## src/rtl/pwm_pkg.sv

```systemverilog
// Shared types and constants for the PWM ramp scheduler slice.
// Latency: n/a (declarations only).
// Backpressure: n/a.
package pwm_pkg;

  localparam int DUTY_MAX   = 100;
  localparam int PWM_PERIOD = 101;

  typedef logic [31:0] duty_t;

  typedef enum logic {
    IDLE = 1'b0,
    SCAN = 1'b1
  } state_t;

  // Clamp a requested duty to the channel ceiling.
  function automatic duty_t sat_duty(input duty_t d, input duty_t max_d);
    return (d > max_d) ? max_d : d;
  endfunction

endpackage

```

## src/rtl/pwm_ramp_ctrl_if.sv

```systemverilog
// Command write port of the ramp scheduler (target duty + ramp step per channel).
// Latency: a write lands in the target/step registers on the next clock edge.
// Backpressure: none; the slave accepts a write every cycle.
interface pwm_ramp_ctrl_if #(
  parameter int NCH = 4
);
  import pwm_pkg::*;

  localparam int CW = $clog2(NCH);

  logic          wr_en;
  logic [CW-1:0] wr_ch;
  duty_t         wr_duty;
  logic [7:0]    wr_step;

  modport master (output wr_en, wr_ch, wr_duty, wr_step);
  modport slave  (input  wr_en, wr_ch, wr_duty, wr_step);

endinterface

```

## src/rtl/pwm_tick_gen.sv

```systemverilog
// Free-running period counter producing a one-cycle tick at count PERIOD-1.
// Latency: first tick is sampled PERIOD clocks after reset release.
// Backpressure: none; the tick is a free-running pulse.
module pwm_tick_gen #(
  parameter int PERIOD = 101
) (
  input  logic clock,
  input  logic resetn,
  output logic tick
);

  localparam int CW = $clog2(PERIOD);

  logic [CW-1:0] count;

  // Count 0..PERIOD-1 and wrap.
  always_ff @(posedge clock or negedge resetn) begin
    if (!resetn) begin
      count <= '0;
    end else if (count == CW'(PERIOD - 1)) begin
      count <= '0;
    end else begin
      count <= count + CW'(1);
    end
  end

  assign tick = (count == CW'(PERIOD - 1));

endmodule

```

## src/rtl/pwm_ramp_ctrl.sv

```systemverilog
// Per-period duty scheduler: ramps each channel's current duty toward its target, one channel per cycle after tick.
// Latency: channel k strobed k+1 clocks after the tick edge; busy/irq follow duty changes by one clock.
// Backpressure: none; writes accepted every cycle. Optional completion irq under PWM_RAMP_IRQ_EN.
module pwm_ramp_ctrl #(
  parameter int NCH      = 4,
  parameter int PERIOD   = pwm_pkg::PWM_PERIOD,
  parameter int DUTY_MAX = pwm_pkg::DUTY_MAX
) (
  input  logic              clock,
  input  logic              resetn,
  pwm_ramp_ctrl_if.slave    wr,
  output logic [NCH*32-1:0] duty_out,
  output logic [NCH-1:0]    atualiza_out,
  output logic [NCH-1:0]    busy,
  output logic              irq
);

  import pwm_pkg::*;

  localparam int CW = $clog2(NCH);

  duty_t         target [NCH];
  duty_t         cur    [NCH];
  logic [7:0]    step   [NCH];

  state_t        state;
  logic [CW-1:0] ch;
  logic          tick;

  duty_t         cur_s;
  duty_t         tgt_s;
  duty_t         stp_s;
  duty_t         diff;
  duty_t         nxt;
  logic          up;
  logic [NCH-1:0] busy_nxt;

  pwm_tick_gen #(.PERIOD(PERIOD)) u_tick (
    .clock  (clock),
    .resetn (resetn),
    .tick   (tick)
  );

  // Latch target (saturated) and step for the addressed channel; out-of-range channels are dropped.
  always_ff @(posedge clock or negedge resetn) begin
    if (!resetn) begin
      for (int k = 0; k < NCH; k++) begin
        target[k] <= '0;
        step[k]   <= '0;
      end
    end else if (wr.wr_en && (int'(wr.wr_ch) < NCH)) begin
      target[wr.wr_ch] <= sat_duty(wr.wr_duty, duty_t'(DUTY_MAX));
      step[wr.wr_ch]   <= wr.wr_step;
    end
  end

  // Next duty for the channel under service; compare first so the subtraction never wraps.
  always_comb begin
    cur_s = cur[ch];
    tgt_s = target[ch];
    stp_s = duty_t'(step[ch]);
    up    = 1'b0;
    diff  = '0;
    nxt   = cur_s;
    if (tgt_s > cur_s) begin
      up   = 1'b1;
      diff = tgt_s - cur_s;
    end else begin
      diff = cur_s - tgt_s;
    end
    if ((stp_s == '0) || (diff <= stp_s)) begin
      nxt = tgt_s;
    end else if (up) begin
      nxt = cur_s + stp_s;
    end else begin
      nxt = cur_s - stp_s;
    end
  end

  // Scheduler FSM: wait for tick, then service channels 0..NCH-1 one per cycle with a registered strobe.
  always_ff @(posedge clock or negedge resetn) begin
    if (!resetn) begin
      state        <= IDLE;
      ch           <= '0;
      atualiza_out <= '0;
      for (int k = 0; k < NCH; k++) begin
        cur[k] <= '0;
      end
    end else begin
      atualiza_out <= '0;
      case (state)
        IDLE: begin
          if (tick) begin
            state <= SCAN;
            ch    <= '0;
          end
        end
        SCAN: begin
          if (cur[ch] != target[ch]) begin
            cur[ch]          <= nxt;
            atualiza_out[ch] <= 1'b1;
          end
          if (ch == CW'(NCH - 1)) begin
            state <= IDLE;
            ch    <= '0;
          end else begin
            ch <= ch + CW'(1);
          end
        end
        default: begin
          state <= IDLE;
          ch    <= '0;
        end
      endcase
    end
  end

  // Flatten current duties onto the output bus.
  always_comb begin
    duty_out = '0;
    for (int k = 0; k < NCH; k++) begin
      duty_out[32*k +: 32] = cur[k];
    end
  end

  // Channel still has distance to cover.
  always_comb begin
    busy_nxt = '0;
    for (int k = 0; k < NCH; k++) begin
      busy_nxt[k] = (cur[k] != target[k]);
    end
  end

  // Register busy so it trails target/current changes by one clock.
  always_ff @(posedge clock or negedge resetn) begin
    if (!resetn) begin
      busy <= '0;
    end else begin
      busy <= busy_nxt;
    end
  end

`ifdef PWM_RAMP_IRQ_EN
  // Pulse when any channel goes from busy to settled.
  always_ff @(posedge clock or negedge resetn) begin
    if (!resetn) begin
      irq <= 1'b0;
    end else begin
      irq <= |(busy & ~busy_nxt);
    end
  end
`else
  assign irq = 1'b0;
`endif

endmodule
```

## src/flat_wrapper.sv

```systemverilog
// flat-port wrapper written by rule: the top's interface ports become plain ports
module pwm_ramp_ctrl_flat import pwm_pkg::*;
#(
  parameter int NCH      = 4,
  parameter int PERIOD   = pwm_pkg::PWM_PERIOD,
  parameter int DUTY_MAX = pwm_pkg::DUTY_MAX
)
  (clock, resetn, duty_out, atualiza_out, busy, irq, wr_wr_en, wr_wr_ch, wr_wr_duty, wr_wr_step);
  pwm_ramp_ctrl_if #(.NCH(NCH)) wr_i ();
  input  logic clock;
  input  logic resetn;
  output logic [NCH*32-1:0] duty_out;
  output logic [NCH-1:0] atualiza_out;
  output logic [NCH-1:0] busy;
  output logic irq;
  input wire logic [$bits(wr_i.wr_en)-1:0] wr_wr_en;
  input wire logic [$bits(wr_i.wr_ch)-1:0] wr_wr_ch;
  input wire logic [$bits(wr_i.wr_duty)-1:0] wr_wr_duty;
  input wire logic [$bits(wr_i.wr_step)-1:0] wr_wr_step;
  assign wr_i.wr_en = wr_wr_en;
  assign wr_i.wr_ch = wr_wr_ch;
  assign wr_i.wr_duty = wr_wr_duty;
  assign wr_i.wr_step = wr_wr_step;
  pwm_ramp_ctrl #(.NCH(NCH), .PERIOD(PERIOD), .DUTY_MAX(DUTY_MAX)) u_core (.clock(clock), .resetn(resetn), .wr(wr_i), .duty_out(duty_out), .atualiza_out(atualiza_out), .busy(busy), .irq(irq));
endmodule
```

## config.mk

```make
export PLATFORM = sky130hd
export DESIGN_NAME = pwm_ramp_ctrl_flat
export DESIGN_NICKNAME = d
export VERILOG_FILES = /design/src/rtl/pwm_pkg.sv /design/src/rtl/pwm_ramp_ctrl_if.sv /design/src/rtl/pwm_tick_gen.sv /design/src/rtl/pwm_ramp_ctrl.sv /design/src/flat_wrapper.sv
export SDC_FILE = /design/constraint.sdc
export NUM_CORES = 1
export LEC_CHECK = 0
export BUFFER_PORTS_ARGS = -buffer_cell sky130_fd_sc_hd__buf_4
export CAP_MARGIN = 20
export CORE_ASPECT_RATIO = 2
export CORE_UTILIZATION = 60
export CTS_BUF_LIST = sky130_fd_sc_hd__clkbuf_4 sky130_fd_sc_hd__clkbuf_8
export CTS_CLUSTER_SIZE = 16
export DETAILED_ROUTE_END_ITERATION = 8
export GPL_TIMING_DRIVEN = 0
export HOLD_SLACK_MARGIN = 0.03
export PLACE_DENSITY = 0.84
export SYNTH_ARGS = -nofsm -noshare
export SYNTH_HDL_FRONTEND = slang
export SYNTH_SLANG_ARGS = --single-unit
```

## constraint.sdc

```tcl
create_clock -name clock -period 11.4 [get_ports clock]
set_input_delay 1.14 -clock clock [delete_from_list [all_inputs] [get_ports clock]]
set_output_delay 1.14 -clock clock [all_outputs]
set_load 0.02 [all_outputs]
```

==> results_dict.tcl <==
set metrics [dict create \
    synth-seq-cells 306 \
    vdd_ir_drop_max_mv 0.137 \
    yosysSeqAreaShare 0.374 \
    regArea_um2 7660 \
    crit_path_end_kind "flop" \
    cap_viol_max_count 0 \
    ys.flop_type "dfrtp_1" \
    final_cell_mix "dfrtp_1 (306), nand2_1 (247), buf_4 (192)" \
    first_pass_iters 8 \
    die_h_um 263 \
    clk_latency_ns 0.57 \
    portBuffers 180 \
    drive_above_1_share 0.191 \
    htreeDepth 2 \
    setup_slack_ns 0.258 \
    multi_input_area_um2 11900 \
    io_pins 182 \
    syn_to_final_growth_pct 13.8 \
    drc 0 \
    leakage_nw 10.6 \
    cts.reportedPaths.clkPinSlew_ns 0.07 \
    synth_cell_type_count 86 \
    antenna_found_initial 8 \
    cp.required_ns 11.82 \
    setup_violations 0 \
    final.min_clock_period_ns 11.14 \
    power_density_nw_per_um2 120 \
    worstPathArrival_ns 11.56 \
    rows 95 \
    fin_nets 2505 \
    whs_ns 0.481 \
    period_share 0.977 \
    hold_path.class "reg -> reg" \
    grt_overflow 0 \
    grt_first_pass_wirelength_um 127000 \
    path_class "reg -> reg" \
    start_util 0.608 \
    fillers 2607 \
    grt_max_degree 124 \
    outcome "complete, no violations" \
    fmax_mhz 89.7 \
    synth_area_um2 20500 \
    rsz0062_at_grt "no" \
    dieArea_um2 34900 \
    layout_commonest_cell "dfrtp_1" \
    gr-usage-all-layers 0.506 \
    synth_async_sr_flop_share 1.00 \
    drt_wl_total_um 86400 \
    cts_root_buf "clkbuf_8" \
    worstPathMaxFanout 10 \
    die_x_um 133 \
    crit_top_cell "a21oi_1" \
    viasPerCell 6.95 \
    drt_iter0_markers 1980 \
    slowest_delay_ns 0.83 \
    vias 19530 \
    clk_path_buf_depth 3 \
    first_global_vias 19686 \
    ant_nets 0 \
    final_max_slew_viol_count 0 \
    relSlewSlack 0.131 \
    clock_skew_ns 0.0359 \
    ys_warn_count 0 \
    numCtsBuffers 38 \
    crit_slowest_cell "a21oi_1" \
    post-route-util 0.692 \
    synth-edff-count 0 \
    syn_nets 2279 \
    synth.avg_cell_area_um2 9.64 \
    dp_slack_ns -1.16 \
    rrSetupSlack_ns 0.26 \
    finalHoldViolCount 0 \
    setup_tns_ns 0 \
    syn_inst 2121 \
    tightest_slew_ns 1.29 \
    core-area_um2 33600 \
    cts_num_sinks 306 \
    cts_tree "done" \
    routabilityCongestion 1.07 \
    start_kind "flop" \
    dpl.hpwl_um 66100 \
    wl_per_cell_um 30.8 \
]
==> synthesized netlist by cell type (41+ instances only) <==
cell type / n / area share
clkbuf_1: 69 / 0.013
ha_1: 110 / 0.067
mux4_2: 70 / 0.077
nand4_1: 49 / 0.015
and2_1: 105 / 0.032
a21oi_1: 124 / 0.030
nor2_1: 95 / 0.017
xnor2_1: 172 / 0.074
nand2_1: 248 / 0.046
o31ai_1: 41 / 0.015
o21ai_0: 132 / 0.032
dfrtp_1: 306 / 0.37
o21ai_1: 49 / 0.012
nand3_1: 51 / 0.012
inv_1: 102 / 0.019
==> registers in the layout (all words and copies together) (netlist names) <==
name / count
u_core.step: 32
u_core.ch: 2
u_core.busy: 4
u_core.atualiza_out: 4
u_core.target: 128
u_core.u_tick.count: 7
u_core.duty_out: 128
u_core.state: 1
==> routing by layer <==
metal  vias up  share of wire  track usage
met5         -        0.00066      0.00285
met4         8           0.13        0.550
met3       603           0.10        0.154
met2      1491           0.48        0.819
met1      9435           0.29        0.484
li1       7993              -            -
==> cells by family (layout without fill, tap and decap cells) <==
| group | Yosys count | count (layout) | share of synthesized area |
|---|---|---|---|
| AND/OR/NAND/NOR | 647 | 647 | 0.155 |
| multiplexers | 115 | 115 | 0.106 |
| other | 1 | 3 | 0.000183 |
| AO/OA/AOI/OAI | 526 | 526 | 0.164 |
| adder cells (fa/ha/maj) | 113 | 113 | 0.0702 |
| XOR/XNOR | 200 | 200 | 0.0856 |
| flip-flops | 306 | 306 | 0.374 |
| buffers and inverters | 213 | 463 | 0.0448 |
==> worst max-delay path: cells and delay by family (launching register included) <==
kind / cells / cell delay [ns]
compound gates: 13 / 5.27
fa+ha+maj: 2 / 0.79
buf+inv: 8 / 2.77
mux: 1 / 0.31
simple gates: 4 / 1.13
xor+xnor: 1 / 0.16
flops: 1 / 0.50
==> what timing repair did <==
item | CTS | global route
endpoints found under the setup margin | 128 | 128
setup buffers | 0 | 0
pin swaps | 0 | 1
hold buffers | 0 | 0
resized for setup | 8 | 16
==> power breakdown <==
group | total [W] | leakage (nW) | internal [W] | switching, W
logic | 0.000823 | 6.00 | 0.000281 | 0.000542
registers | 0.00113 | 4.15 | 0.00111 | 0.0000195
clock network | 0.000827 | 0.407 | 0.000408 | 0.000419
==> per-stage QoR <==
step | cell area [um^2] | power, W | std cells
floorplan | 20500 | 0.00167 | 2121
global placement | 22400 | 0.00189 | 2737
detailed placement | 22500 | 0.00192 | 2741
CTS | 23200 | 0.00272 | 2804
global route | 23300 | 0.00286 | 2808
finish | 23300 | 0.00278 | 2809
==> path summary, 6_finish.rpt <==
check,startpoint,end,cells after the start
worst max register to register,u_core.ch[0]$_DFFE_PN0P_,u_core.duty_out[127]$_DFFE_PN0P_,29
worst max-delay path,u_core.ch[0]$_DFFE_PN0P_,u_core.duty_out[127]$_DFFE_PN0P_,29
max in group asynchronous,resetn,u_core.duty_out[114]$_DFFE_PN0P_,3
worst min register to register,u_core.step[26]$_DFFE_PN0P_,u_core.step[26]$_DFFE_PN0P_,2
min in group asynchronous,resetn,u_core.step[17]$_DFFE_PN0P_,1
worst min-delay path,u_core.step[26]$_DFFE_PN0P_,u_core.step[26]$_DFFE_PN0P_,2
==> area by class of cell <==
class	instances	area share
Multi-Input combinational cell	1602	0.511
Inverter	102	0.0164
Antenna cell	2	0.000215
Sequential cell	306	0.329
Clock inverter	5	0.00134
Buffer	109	0.0233
Timing Repair Buffer	188	0.0640
Clock buffer	59	0.0314
Tap cell	436	0.0234
Power figures use the tool's default switching activity.
